**src/rtl/alu_pkg.sv**
```systemverilog
// Shared definitions for the sequential ALU: opcodes (MIPS funct), FSM states, flag bit indices.
package alu_pkg;

  localparam int unsigned OP_W     = 6;
  localparam int unsigned NumFlags = 5;

  localparam logic [OP_W-1:0] OP_ADD = 6'b100000;
  localparam logic [OP_W-1:0] OP_SUB = 6'b100010;
  localparam logic [OP_W-1:0] OP_AND = 6'b100100;
  localparam logic [OP_W-1:0] OP_OR  = 6'b100101;
  localparam logic [OP_W-1:0] OP_XOR = 6'b100110;
  localparam logic [OP_W-1:0] OP_NOR = 6'b100111;
  localparam logic [OP_W-1:0] OP_SRL = 6'b000010;
  localparam logic [OP_W-1:0] OP_SRA = 6'b000011;

  localparam int unsigned FlagZero  = 0;
  localparam int unsigned FlagNeg   = 1;
  localparam int unsigned FlagCarry = 2;
  localparam int unsigned FlagOvf   = 3;
  localparam int unsigned FlagErr   = 4;

  typedef enum logic [1:0] {
    StIdle = 2'd0,
    StExec = 2'd1,
    StDone = 2'd2
  } state_e;

endpackage

```
**src/rtl/alu_core.sv**
```systemverilog
// Purely combinational W-bit ALU: a, b, op -> result and {err, ovf, carry, neg, zero}.
module alu_core
  import alu_pkg::*;
#(
  parameter int unsigned W = 8
) (
  input  logic [W-1:0]        a,
  input  logic [W-1:0]        b,
  input  logic [OP_W-1:0]     op,
  output logic [W-1:0]        result,
  output logic [NumFlags-1:0] flags
);

  logic [W:0] sum;
  logic [W:0] diff;
  logic       carry;
  logic       ovf;
  logic       err;

  assign sum  = {1'b0, a} + {1'b0, b};
  // Top bit of the extended difference is the borrow (a < b unsigned).
  assign diff = {1'b0, a} - {1'b0, b};

  always_comb begin
    result = '0;
    carry  = 1'b0;
    ovf    = 1'b0;
    err    = 1'b0;
    case (op)
      OP_ADD: begin
        result = sum[W-1:0];
        carry  = sum[W];
        ovf    = (a[W-1] == b[W-1]) && (sum[W-1] != a[W-1]);
      end
      OP_SUB: begin
        result = diff[W-1:0];
        carry  = diff[W];
        ovf    = (a[W-1] != b[W-1]) && (diff[W-1] != a[W-1]);
      end
      OP_AND: result = a & b;
      OP_OR:  result = a | b;
      OP_XOR: result = a ^ b;
      OP_NOR: result = ~(a | b);
      // Full b is the shift amount; oversized shifts saturate to 0 / sign fill.
      OP_SRL: result = a >> b;
      OP_SRA: result = $signed(a) >>> b;
      default: err = 1'b1;
    endcase

    flags            = '0;
    flags[FlagZero]  = (result == '0);
    flags[FlagNeg]   = result[W-1];
    flags[FlagCarry] = carry;
    flags[FlagOvf]   = ovf;
    flags[FlagErr]   = err;
  end

endmodule

```
**src/rtl/alu_seq.sv**
```systemverilog
// Sequential ALU: operands/opcode loaded from a shared bus, start launches one operation,
// result and flags held behind a valid/ready handshake.
module alu_seq
  import alu_pkg::*;
#(
  parameter int unsigned W = 8
) (
  input  logic                clk,
  input  logic                rst_n,
  input  logic [W-1:0]        data_in,
  input  logic                ld_a,
  input  logic                ld_b,
  input  logic                ld_op,
  input  logic                start,
  output logic                busy,
  output logic                out_valid,
  input  logic                out_ready,
  output logic [W-1:0]        result,
  output logic [NumFlags-1:0] flags
);

  logic [W-1:0]        a_q;
  logic [W-1:0]        b_q;
  logic [OP_W-1:0]     op_q;
  state_e              state_q;
  logic [W-1:0]        core_result;
  logic [NumFlags-1:0] core_flags;

  alu_core #(
    .W(W)
  ) u_core (
    .a     (a_q),
    .b     (b_q),
    .op    (op_q),
    .result(core_result),
    .flags (core_flags)
  );

  always_ff @(posedge clk or negedge rst_n) begin
    if (!rst_n) begin
      state_q   <= StIdle;
      a_q       <= '0;
      b_q       <= '0;
      op_q      <= '0;
      result    <= '0;
      flags     <= '0;
      out_valid <= 1'b0;
      busy      <= 1'b0;
    end else begin
      case (state_q)
        StIdle: begin
          // Loads land at the same edge as start, so EXEC sees the new values.
          if (ld_a)  a_q  <= data_in;
          if (ld_b)  b_q  <= data_in;
          if (ld_op) op_q <= OP_W'(data_in);
          if (start) begin
            state_q <= StExec;
            busy    <= 1'b1;
          end
        end
        StExec: begin
          result    <= core_result;
          flags     <= core_flags;
          out_valid <= 1'b1;
          state_q   <= StDone;
        end
        StDone: begin
          if (out_ready) begin
            out_valid <= 1'b0;
            busy      <= 1'b0;
            state_q   <= StIdle;
          end
        end
        default: begin
          state_q   <= StIdle;
          out_valid <= 1'b0;
          busy      <= 1'b0;
        end
      endcase
    end
  end

endmodule

```
**config.mk**
```make
export PLATFORM = sky130hd
export DESIGN_NAME = alu_seq
export DESIGN_NICKNAME = d
export VERILOG_FILES = /design/src/rtl/alu_pkg.sv /design/src/rtl/alu_core.sv /design/src/rtl/alu_seq.sv
export SDC_FILE = /design/constraint.sdc
export NUM_CORES = 1
export LEC_CHECK = 0
export CORE_UTILIZATION = 59
export DETAILED_ROUTE_END_ITERATION = 8
export MAX_ROUTING_LAYER = met4
export PLACE_DENSITY = 0.86
export SYNTH_ARGS = -nofsm -noshare
export SYNTH_HDL_FRONTEND = slang
export SYNTH_HIERARCHICAL = 1
export SYNTH_SLANG_ARGS = --single-unit
```
**constraint.sdc**
```tcl
create_clock -name clk -period 3.7 [get_ports clk]
set_clock_uncertainty 0.2 [all_clocks]
set_input_delay 0.74 -clock clk [delete_from_list [all_inputs] [get_ports clk]]
set_output_delay 0.74 -clock clk [all_outputs]
set_load 0.05 [all_outputs]
```
## Word level (Yosys, flattened, before mapping)

Cells that the tools add are included.

- Register bits after elaboration: 39
- Bits of input ports: 15
- Output and inout port bits: 15

- Add/sub/neg operators: 2
- Equality and inequality tests: 16
- Shift-type cells: 2
- Muxes and demuxes: 11
- Bitwise gates (word level): 6
- Reduce and logical (&&, ||, !) cells: 11

Operator list:

| cell | count |
|---|---|
| one-hot mux 8 bit (8 select lines) | 1 |
| equality test 6 bit (second input constant) | 6 |
| equality test 6 x 2 -> 1 bit (second input constant) | 2 |
| AND reduction 2 bit | 5 |
| adder 8 x 8 -> 9 bit | 1 |
| subtractor 8 x 8 -> 9 bit | 1 |
| bitwise AND 8 bit | 1 |
| logical NOT 8 bit | 1 |
| inverter 8 bit | 1 |
| bitwise OR 8 bit | 1 |
| OR reduction 8 bit | 1 |
| >> shifter 8 x 8 -> 8 bit | 1 |
| >>> shifter 8 x 8 -> 8 bit | 1 |
| XOR 8 bit | 1 |
| one-hot mux 1 bit (3 select lines) | 2 |
| one-hot mux 2 bit (3 select lines) | 1 |
| 2-to-1 mux 2 bit | 2 |
| inequality test 2 bit (second input constant) | 2 |
| one-hot mux 1 bit (2 select lines) | 2 |
| 2-to-1 mux 1 bit | 3 |
| inequality test 1 bit | 3 |
| AND reduction 3 bit | 1 |
| equality test 2 x 1 -> 1 bit (second input constant) | 1 |
| equality test 2 bit (second input constant) | 1 |
| 4 further kinds | 6 |

## Depth between registers and ports, before layout

Gate-level depths: netlist of the first run.

- Depth after elaboration: 4
- Gate-level depth with buffers: 12

## By module

Netlist of the first run, hierarchy kept.

Modules (own cells, without submodules):

| module | times used | cells each | area an instance (µm²) | sequential area each (µm²) |
|---|---|---|---|---|
| alu_core | 1 | 269 | 1865.5 | 0.0 |
| alu_seq | 1 | 93 | 1468.9 | 975.9 |

## Worst setup path before layout of the first run

Ideal clock, no wire load.

- Path kind: register to register
- Start: register b_q[1]
- End: register result[7]
- Library setup time: 0.125 ns
- Arrival: 2.950 ns
- Required time: 3.375 ns
- Setup slack: 0.426 ns
- Cell stages (with the launch flop): 11
- Period minus slack after synthesis: 3.274 ns
- Path through: dfrtp_1 > clkinv_1 > ha_1 > o21ba_2 > or4_1 > a31oi_1 > mux2_2 > nor3b_1 > nand2_1 > buf_4 > mux2_2

- Word-level cells in the longest chain between the ends: 2
- Elaborated cells on any way between the ends: 5
- Classes of those cells: add/sub: 2; shift: 2; mux: 1

Ends and longest elaborated chain:

| what | line | source |
|---|---|---|
| start, declared | alu_seq.sv:23 | `logic [W-1:0] b_q;` |
| start signal, assigned | alu_seq.sv:54 | `if (ld_b) b_q <= data_in;` |
| subtractor 8 x 8 -> 9 bit, or another cell as far along | alu_core.sv:22 | `assign diff = {1'b0, a} - {1'b0, b};` |
| one-hot mux 8 bit (8 select lines) * | alu_core.sv:29 | `case (op)` |
| via core_flags[1] | alu_seq.sv:27 | `logic [NumFlags-1:0] core_flags;` |
| end signal, assigned | alu_seq.sv:62 | `result <= core_result;` |
| end, declared | alu_seq.sv:18 | `output logic [W-1:0] result,` |

The timed path passes the listed nets; every way through them passes the cells marked *.
A chain may end at the register's enable or synchronous reset.

## Final worst setup path of the first run

- Start: register b_q[2]
- End: register flags[0]

- Elaborated cells on any way between the ends: 10
- Classes of those cells: add/sub: 2; shift: 2; mux: 1; bitwise: 4; reduce/logical: 1

RTL lines:

| what | line | source |
|---|---|---|
| subtractor 8 x 8 -> 9 bit, or another cell as far along | alu_core.sv:22 |  |
| one-hot mux 8 bit (8 select lines) * | alu_core.sv:29 |  |
| via core_flags[1] | alu_seq.sv:27 |  |
| logical NOT 8 bit * | alu_core.sv:51 | `flags[FlagZero] = (result == '0);` |
| via core_flags[0] | alu_seq.sv:27 |  |
| end signal, assigned | alu_seq.sv:63 | `flags <= core_flags;` |
| end, declared | alu_seq.sv:19 | `output logic [NumFlags-1:0] flags` |

Marked as above.

==> impl_results.md, run 1 <==
- Status: finished, final reports clean
- Cell Area, Synth: 3334 um2
- RSZ-0062 raised after global routing: no
- N_diodes: 0
- FF+latch count, synth: 39
- Placement Setup Slack: 0.4241 ns
- Clock sinks: 39
- Post-CTS resize count: 0
- Core area: 5473 um2
- Slew @ Worst Pin: slightly below 0.9 ns
- Largest net degree at the start of global routing: 40
- # setup viols final: 0
- Final GP Congestion: 0.9882
- Final design utilization: 68.98%
- # Post-CTS Setup Buffers: 0
- Setup WS post-layout: 0.3825 ns
- Avg Cell Area, Syn: 9.211 um2
- WL per Instance: 18.61 um
- Sequential-to-total area share from yosys stat: 29.27%
- Cell count after synthesis: 362
- Num CTS Buffers: 5
- Antenna violations before repair: 0
- GRT Util Overall: about a third
- MaxCap Viol Count: 0
- Tmin final: 3.318 ns
- Chip height: 77.18 um
- TritonCTS clock tree: built
- CP arrival: 3.35 ns
- Synthesized net count: about 400
- Slew headroom: 42.39%
- Worst skew pair latency: 0.29 ns
- Hold Buf Count CTS: 0
- Finished Layout Cells: 461
- Residual DRC: 0
- Routed WL: roughly 8600 um
- H-tree depth: 2
- Period Utilization, post-route: 89.66%
- Share of cells above drive strength 1: 12.60%
- Cell accounting for the most synthesized area: dfrtp_1
- Worst EP required: 3.73 ns
- CTS clk-pin slew, worst paths: roughly 0.090 ns
- CP Launch Type: flip-flop
- Syn. warnings: 6
- CTS Root Cell: clkbuf_8
- Final antenna-violating net count: 0
- Area grow syn2layout: 13.21%
- Total number of vias: 2956
- Die Area: 5956 um2
- Post-synth ARST share: between 90% and 100%
- Yosys top cell area share: 29.27%
- Starting density of the core: 60.93%
- Post-Place Cells: around 450
- Top FF cell, synth: dfrtp_1
- Dpl hpwl: roughly 6600 um
- Vias in the first global route: 2779
- Via/cell ratio: 6.412
- Layout net count: 429
- Most common cell in the synthesized netlist: dfrtp_1
- Critical-path maximum fanout: 10
- DR iter-0 viols: 211
- Port bufs: 29
- DRT Pass-1 Iters: 5
- Crit end category: flip-flop
- Synth cell count leaders: dfrtp_1, nand2_1, ha_1
- GRT overflow: 0
- Io pins: 30
- Setup Total Neg Slack: 0 ns
- Die Wd: 77.18 um
- Largest cells by area after synthesis: dfrtp_1, ha_1, mux2_1
- # rows: 27
- Crit Path Category: reg -> reg
- Number of flops mapped to enable cells by yosys: 0
- Hold Path Class: reg -> reg
- Fillers: between 400 and 500
- First-pass GRT wire length: 14150 um
- Fmax: 0.3014 GHz
- Yosys cell types: between 60 and 70
- Slew Viols, Final: 0
- Max clock buf depth: 2
- Hold violation count in the final report: 0
==> final cells by class <==
cell class | instances | area [um2] | area share, %
multi-input cells | 278 | 2155 | 57.08
flip-flops and latches | 39 | 975.9 | 25.85
repair buffers | 41 | 375.4 | 9.944
well taps | 72 | 90.09 | 2.386
inverters | 23 | 86.33 | 2.287
clock buffers | 5 | 68.82 | 1.823
clock inverters | 3 | 23.77 | 0.6298
==> cells in the final DEF, fill, tap and decap left out, types with 8 or more instances in the layout <==
cell              n
a21oi_1          17
buf_4            12
clkdlybuf4s50_1  28
dfrtp_1          39
ha_1             24
inv_1            22
mux2_1           22
mux2_2           15
mux2i_1          12
nand2_1          32
nand2b_1          8
nand3_1           8
nor2_1           16
nor3_1           12
o211ai_1         10
o21ai_0          18
==> logic make-up after synthesis <==
group / synth area share [%]
AND/OR/NAND/NOR: 17.07
AO/OA/AOI/OAI: 18.05
multiplexers: 17.45
buffers and inverters: 6.116
flip-flops: 29.27
adder cells (fa/ha/maj): 10.21
XOR/XNOR: 1.839
==> routing by layer <==
metal  routed length (um)  up-vias  track usage [%]
li1                     -     1363                -
met1                 3743     1399            43.41
met2                 3936      164            48.14
met3                  631       30            3.214
met4                  267        0            11.89
met5                    0        -                -
==> final timing paths <==
check | start | end | slack (ns) | cells after the start
worst min register to register | out_valid$_DFFE_PN0P_ | out_valid$_DFFE_PN0P_ | 0.29 | 1
worst max register to register | b_q[2]$_DFFE_PN0P_ | flags[0]$_DFFE_PN0N_ | 0.38 | 9
min in group asynchronous | rst_n | result[4]$_DFFE_PN0N_ | 0.35 | 1
worst max-delay path | b_q[2]$_DFFE_PN0P_ | flags[0]$_DFFE_PN0N_ | 0.38 | 9
worst min-delay path | out_valid$_DFFE_PN0P_ | out_valid$_DFFE_PN0P_ | 0.29 | 1
max in group asynchronous | rst_n | op_q[2]$_DFFE_PN0P_ | 2.40 | 1
==> flip-flops by register name (all words and copies together) (netlist names) <==
name       cells
a_q            8
busy           1
state_q        2
b_q            8
flags          5
out_valid      1
result         8
op_q           6
==> critical path, stage by stage, from the launching register on <==
cell and delay [ns]:
dfrtp_1 0.51, inv_1 0.18, ha_1 0.42, or4_1 0.58
a31oi_1 0.25, mux2_2 0.37, nor3b_1 0.19, nand2_1 0.12
nor4_2 0.25, mux2_2 0.18
==> stage by stage <==
step,area (um2),hold WS [ns]
detailed placement,3682,0.2775
floorplan,3334,0.2444
global placement,3682,0.2629
global route,3775,0.3188
finish,3775,0.2877
CTS,3775,0.2979
Power of run 1 is not shown: default switching activity piles up to over one toggle a cycle in this logic, so the estimate is an artifact.
==> run 2, diff against run 1 <==
Settings changed: CORE_UTILIZATION 59 to 54, PLACE_DENSITY 0.86 to 0.81, SYNTH_HIERARCHICAL 1 to not set.
==> run 2 against run 1 <==
Effect of this change:
- final area down 5.3%
- utilization is 5.2 points lower
- sequential cell count fell by 1
- count of clock-buffer cells in the layout is 2 higher
- first-iteration DRC count is 10% lower
- non-clock buffer count down 7
- setup slack gained 0.30 ns
- die area up 4.5%
==> impl_results.md, run 2 <==
- Post-CTS resize count: 0 (unchanged)
- Final GP Congestion: 1.006 (was 0.9882)
- Sequential-to-total area share from yosys stat: 29.77% (was 29.27%)
- H-tree depth: 2 (unchanged)
- Starting density of the core: 56.96% (was 60.93%)
- WL per Instance: 18.59 um (was 18.61 um)
- Slew @ Worst Pin: 0.8904 ns (was 0.8642 ns)
- # setup viols final: 0 (unchanged)
- Yosys top cell area share: 29.77% (was 29.27%)
- CTS Root Cell: clkbuf_8 (unchanged)
- Crit end category: flip-flop (unchanged)
- Setup Total Neg Slack: 0 ns (unchanged)
- Most frequent cells in the layout: nand2_1, dfrtp_1, nor2_1, o21ai_0, clkdlybuf4s50_1 (was dfrtp_1, nand2_1, clkdlybuf4s50_1, ha_1)
- Top FF cell, synth: dfrtp_1 (unchanged)
- Cell count after synthesis: 377 (was 362)
- # Post-CTS Setup Buffers: 0 (unchanged)
- N_diodes: 0 (unchanged)
- Clock sinks: 38 (was 39)
- Cell Area, Synth: 3194 um2 (was 3334 um2)
- VDD IR max: between 600 and 700 uV
- Largest net degree at the start of global routing: 39 (was 40)
- Most common cell in the synthesized netlist: nand2_1 (was dfrtp_1)
- Worst skew pair latency: 0.30 ns (was 0.29 ns)
- CP Launch Type: flip-flop (unchanged)
- Fmax: 0.3314 GHz (was 0.3014 GHz)
- Slew headroom: 40.64% (was 42.39%)
- Number of flops mapped to enable cells by yosys: 0 (unchanged)
- Avg Cell Area, Syn: 8.473 um2 (was 9.211 um2)
- Crit Path Category: reg -> reg (unchanged)
- Max clock buf depth: 2 (unchanged)
- Chip height: 78.91 um (was 77.18 um)
- Syn. warnings: 0 (was 6)
- CP arrival: 3.02 ns (was 3.35 ns)
- MaxCap Viol Count: 0 (unchanged)
- Fraction of the mapped netlist area in adder cells: 10.65% (was 10.21%)
- Layout net count: 437 (was 429)
- Post-synthesis simple-gate area fraction: 19.08% (was 17.07%)
- Area after DPL: 3498 um2 (was 3682 um2)
- GRT overflow: 0 (unchanged)
- DR iter-0 viols: 190 (was 211)
- Vias in the first global route: 2820 (was 2779)
- Largest family of logic cells by synthesized area: compound AO/OA/AOI/OAI gates (unchanged)
- Post-synthesis compound-gate area fraction: 21.90% (was 18.05%)
- First-pass GRT wire length: 14250 um (was 14150 um)
- Hold Path Class: reg -> reg (unchanged)
- Die Area: 6227 um2 (was 5956 um2)
- Synth Area in XOR/XNOR: 4.387% (was 1.839%)
- Static Leakage: 1.479 nW
- Hold violation count in the final report: 0 (unchanged)
- Routed WL: 8701 um (was 8579 um)
- Residual DRC: 0 (unchanged)
- Dpl hpwl: 6618 um (was 6643 um)
- Yosys cell types: 58 (was 65)
- Post-synth ARST share: 100.0% (unchanged)
- Critical-path maximum fanout: 20 (was 10)
- # rows: 27 (unchanged)
- Largest registers: a_q: 8 flops, b_q: 8 flops, result: 7 flops (was a_q: 8 flops, b_q: 8 flops, result: 8 flops)
- Synth cell count leaders: nand2_1, dfrtp_1, nor2_1, o21ai_0, ha_1 (was dfrtp_1, nand2_1, ha_1)
- Mux cell area share after synthesis: 7.991% (was 17.45%)
- Cell accounting for the most synthesized area: dfrtp_1 (unchanged)
- Hold Buf Count CTS: 0 (unchanged)
- TritonCTS clock tree: built (unchanged)
- Tmin final: 3.018 ns (was 3.318 ns)
- Core area: 5608 um2 (was 5473 um2)
- Num CTS Buffers: 5 (unchanged)
- Period Utilization, post-route: 81.56% (was 89.66%)
- Final antenna-violating net count: 0 (unchanged)
- Io pins: 30 (unchanged)
- Total number of vias: 2921 (was 2956)
- Worst EP required: 3.70 ns (was 3.73 ns)
- Final design utilization: 63.74% (was 68.98%)
- GRT Util Overall: 30.99% (was 31.60%)
- Placement Setup Slack: 0.7353 ns (was 0.4241 ns)
- Largest cells by area after synthesis: dfrtp_1, ha_1, nand2_1 (was dfrtp_1, ha_1, mux2_1)
- DRT Pass-1 Iters: 5 (unchanged)
- Post-Layout Inst Area: 3575 um2 (was 3775 um2)
- P per Cell Area: 1055 nW/um2
- FF+latch count, synth: 38 (was 39)
- Synthesized net count: 418 (was 403)
- Slew Viols, Final: 0 (unchanged)
- CTS clk-pin slew, worst paths: 0.08 ns (was 0.09 ns)
- Status: finished, final reports clean (unchanged)
- Setup WS post-layout: 0.6822 ns (was 0.3825 ns)
- Area grow syn2layout: 11.91% (was 13.21%)
- Die Wd: 78.91 um (was 77.18 um)
- Via/cell ratio: 6.241 (was 6.412)
- Antenna violations before repair: 0 (unchanged)
- RSZ-0062 raised after global routing: no (unchanged)
- Commonest non-fill, non-tap cell in the layout: nand2_1 (was dfrtp_1)
- Port bufs: 29 (unchanged)
- Share of cells above drive strength 1: 8.081% (was 12.60%)
==> run 2: cell families (layout without fill, tap and decap cells) <==
logic type / after synthesis / after routing
AND/OR/NAND/NOR: 122 / 122
AO/OA/AOI/OAI: 106 / 106
buffers and inverters: 46 / 65
flip-flops: 38 / 38
adder cells (fa/ha/maj): 26 / 26
multiplexers: 23 / 23
XOR/XNOR: 16 / 16
==> run 2: per-stage QoR <==
step / power (mW) / hold WS, ns / std cells
6_report: 3.772 / 0.2791 / 468
4_1_cts: 3.740 / 0.2813 / 468
3_3_place_gp: 3.409 / 0.2651 / 461
2_1_floorplan: 2.812 / 0.2444 / 377
3_5_place_dp: 3.451 / 0.2659 / 461
5_1_grt: 4.044 / 0.3077 / 468
==> run 2: path summary, 6_finish.rpt <==
check                                startpoint  slack [ns]                   end  cells past startpoint
max in group asynchronous                 rst_n        2.38  flags[3]$_DFFE_PN0P_                      1
setup / recovery             b_q[0]$_DFFE_PN0P_        0.68  flags[0]$_DFFE_PN0P_                      8
hold reg to reg            flags[3]$_DFFE_PN0P_        0.28  flags[3]$_DFFE_PN0P_                      2
setup reg to reg             b_q[0]$_DFFE_PN0P_        0.68  flags[0]$_DFFE_PN0P_                      8
hold / removal             flags[3]$_DFFE_PN0P_        0.28  flags[3]$_DFFE_PN0P_                      2
min in group asynchronous                 rst_n        0.36   op_q[1]$_DFFE_PN0P_                      1
==> run 2: power breakdown <==
| part | switching, mW | total [mW] | leakage, nW | internal (mW) |
|---|---|---|---|---|
| Combinational | 1.52 | 2.54 | 0.968 | 1.02 |
| Clock | 0.149 | 0.279 | 0.0383 | 0.130 |
| Sequential | 0.351 | 0.956 | 0.473 | 0.605 |
| Total | 2.02 | 3.77 | 1.48 | 1.75 |
==> run 2: area by class of cell <==
| type | count | area [um2] |
|---|---|---|
| multi-input cells | 293 | 2044 |
| well taps | 72 | 90.09 |
| repair buffers | 34 | 322.8 |
| flip-flops and latches | 38 | 950.9 |
| fillers | 517 | 2033 |
| inverters | 24 | 90.09 |
| clock buffers | 7 | 76.32 |
==> run 2: routing by layer <==
metal  wire (um)  global-route usage [%]
met1        3727                   38.75
met4         286                   12.36
met2        4147                   49.74
met3         540                   5.862
met5           0                       -
==> run 2: critical path, stage by stage (launching register included) <==
cell and delay [ns]:
dfrtp_1 0.77, ha_1 0.36, fa_1 0.44, nor2_1 0.11
a211oi_1 0.04, or3_1 0.39, a21oi_1 0.18, nand3_1 0.13
o41ai_2 0.28
Note: power is estimated with default switching activity, not from simulation.
==> run 3, diff against run 2 <==
Settings changed: CORE_UTILIZATION 54 to 53, PLACE_DENSITY 0.81 to 0.83.
Clock period 3.7 ns to 2.57 ns, I/O delays scaled along.
==> run 3 against run 2 <==
Effect of this change:
- the run now ends with negative setup slack left
- final cell count is 8.3% higher
- sequential cell count unchanged
- die area up 1.8%
- final area up 14%
- critical path depth is the same
- critical endpoint unchanged
- largest cell class unchanged
==> impl_results.md, run 3 (same netlist as run 2, synthesis figures left out) <==
- Status: complete, but fails checks (was finished, final reports clean)
- Violated checks: negative setup slack
- Routed WL: 9308 um (was 8701 um)
- Crit end category: flip-flop (unchanged)
- Io pins: 30 (unchanged)
- Clock sinks: 38 (unchanged)
- Area grow syn2layout: 27.07% (was 11.91%)
- Share of cells above drive strength 1: 23.91% (was 8.081%)
- CP Launch Type: flip-flop (unchanged)
- MaxCap Viol Count: 0 (unchanged)
- Die Area: 6342 um2 (was 6227 um2)
- Final antenna-violating net count: 0 (unchanged)
- Dpl hpwl: 6737 um (was 6618 um)
- Vias in the first global route: 3080 (was 2820)
- Crit Path Category: reg -> reg (unchanged)
- Max clock buf depth: 2 (unchanged)
- WL per Instance: 18.36 um (was 18.59 um)
- GRT overflow: 0 (unchanged)
- Via/cell ratio: 6.170 (was 6.241)
- CP arrival: 2.57 ns (was 3.02 ns)
- Hold Path Class: in -> async (was reg -> reg)
- DRT Pass-1 Iters: 5 (unchanged)
- Critical path's top delay family: compound AO/OA/AOI/OAI gates (was adder cells)
- Final GP Congestion: 0.9838 (was 1.006)
- Tmin final: 2.580 ns (was 3.018 ns)
- RSZ-0062 raised after global routing: yes (was no)
- Hold Buf Count CTS: 0 (unchanged)
- Slowest library cell on the worst path: mux4_2 (was dfrtp_1)
- Worst R2R Setup Slack: -0.01 ns (was 0.68 ns)
- Slew Viols, Final: 0 (unchanged)
- Port bufs: 29 (unchanged)
- TritonCTS clock tree: built (unchanged)
- Starting density of the core: 56.62% (was 56.96%)
- Slew @ Worst Pin: 0.8527 ns (was 0.8904 ns)
- Setup WS post-layout: -0.009584 ns (was 0.6822 ns)
- N_diodes: 0 (unchanged)
- Hold violation count in the final report: 0 (unchanged)
- Crit-path max cell delay: 0.55 ns (was 0.77 ns)
- Largest net degree at the start of global routing: 39 (unchanged)
- WP buf/inv: 1 (was 0)
- Largest registers: a_q: 8 flops, b_q: 8 flops, result: 7 flops (unchanged)
- DR iter-0 viols: 277 (was 190)
- # rows: 27 (unchanged)
- Layout net count: 477 (was 437)
- # setup viols final: 1 (was 0)
- Setup Total Neg Slack: -0.009584 ns (was 0 ns)
- Chip height: 79.64 um (was 78.91 um)
- Period Utilization, post-route: 100.4% (was 81.56%)
- Critical-path maximum fanout: 18 (was 20)
- Crit path cell chain: buf_6, mux4_2, and2_1, a31oi_1, nor3_1, a211oi_2, nand3_1, o41ai_2 (was ha_1, fa_1, nor2_1, a211oi_1, or3_1, a21oi_1, nand3_1, o41ai_2)
- Antenna violations before repair: 0 (unchanged)
- Die Wd: 79.64 um (was 78.91 um)
- GRT Util Overall: 31.67% (was 30.99%)
- Most frequent cells in the layout: nand2_1, buf_4, dfrtp_1, nor2_1, clkdlybuf4s50_1 (was nand2_1, dfrtp_1, nor2_1, o21ai_0, clkdlybuf4s50_1)
- Core area: 5642 um2 (was 5608 um2)
- Total number of vias: 3128 (was 2921)
- CTS Root Cell: clkbuf_8 (unchanged)
- Worst EP required: 2.56 ns (was 3.70 ns)
- Residual DRC: 0 (unchanged)
- Fmax: 0.3877 GHz (was 0.3314 GHz)
- CTS clk-pin slew, worst paths: 0.07 ns (was 0.08 ns)
- H-tree depth: 2 (unchanged)
- Slew headroom: 43.15% (was 40.64%)
- Worst skew pair latency: 0.29 ns (was 0.30 ns)
- First-pass GRT wire length: 14870 um (was 14250 um)
- Num CTS Buffers: 5 (unchanged)
[run 3: cell count changes in the layout (fill, tap and decap cells not counted), moves of 4 or more]
cell	change
a21oi_1	-6
buf_4	+37
ha_4	+4
a211oi_2	+4
a21oi_2	+5
a211oi_1	-5
ha_1	-7
[run 3: area by class of cell]
class / instances / area [um2]
sequential: 38 / 950.9
multi-input combinational: 293 / 2210
inverter: 24 / 91.34
tap: 72 / 90.09
clock buffer: 6 / 82.58
timing repair buffer: 74 / 634.4
fill: 392 / 1583
[run 3: timing repair]
| action | in CTS | in global routing |
|---|---|---|
| gates resized for setup | 16 | 25 |
| buffers inserted | 2 | 1 |
| pin swaps | 9 | 14 |
| endpoints found under the setup margin | 3 | 4 |
[run 3: worst paths after layout]
check                                       from  depth (start not counted)               endpoint
min                                        rst_n                          1    op_q[1]$_DFFE_PN0P_
max reg2reg                   b_q[0]$_DFFE_PN0P_                          8   flags[0]$_DFFE_PN0P_
min reg2reg                out_valid$_DFFE_PN0P_                          1  out_valid$_DFFE_PN0P_
min in group clk           out_valid$_DFFE_PN0P_                          1  out_valid$_DFFE_PN0P_
max                           b_q[0]$_DFFE_PN0P_                          8   flags[0]$_DFFE_PN0P_
max in group asynchronous                  rst_n                          1       busy$_DFFE_PN0P_
[run 3: through the flow]
| stage | cells | hold WS, ns | setup WS, ns | instance area, um2 | util, % |
|---|---|---|---|---|---|
| CTS | 506 | 0.1567 | 0.001619 | 3930 | 69.66 |
| global placement | 498 | 0.2624 | 0.0008111 | 3777 | 66.96 |
| global route | 507 | 0.2027 | -0.1157 | 4059 | 71.95 |
| detailed placement | 498 | 0.2674 | -0.1438 | 3777 | 66.96 |
| finish | 507 | 0.1280 | -0.009584 | 4059 | 71.95 |
| floorplan | 377 | 0.01841 | 0.01260 | 3196 | - |
[run 3: routing by layer]
metal	track usage [%]	share of wire, %	up-vias
met5	-	0	-
met4	14.18	3.1	0
met3	6.057	8.6	30
met2	49.74	48	178
met1	39.57	40	1469
li1	-	-	1451
Power of run 3 is left out for the same reason.
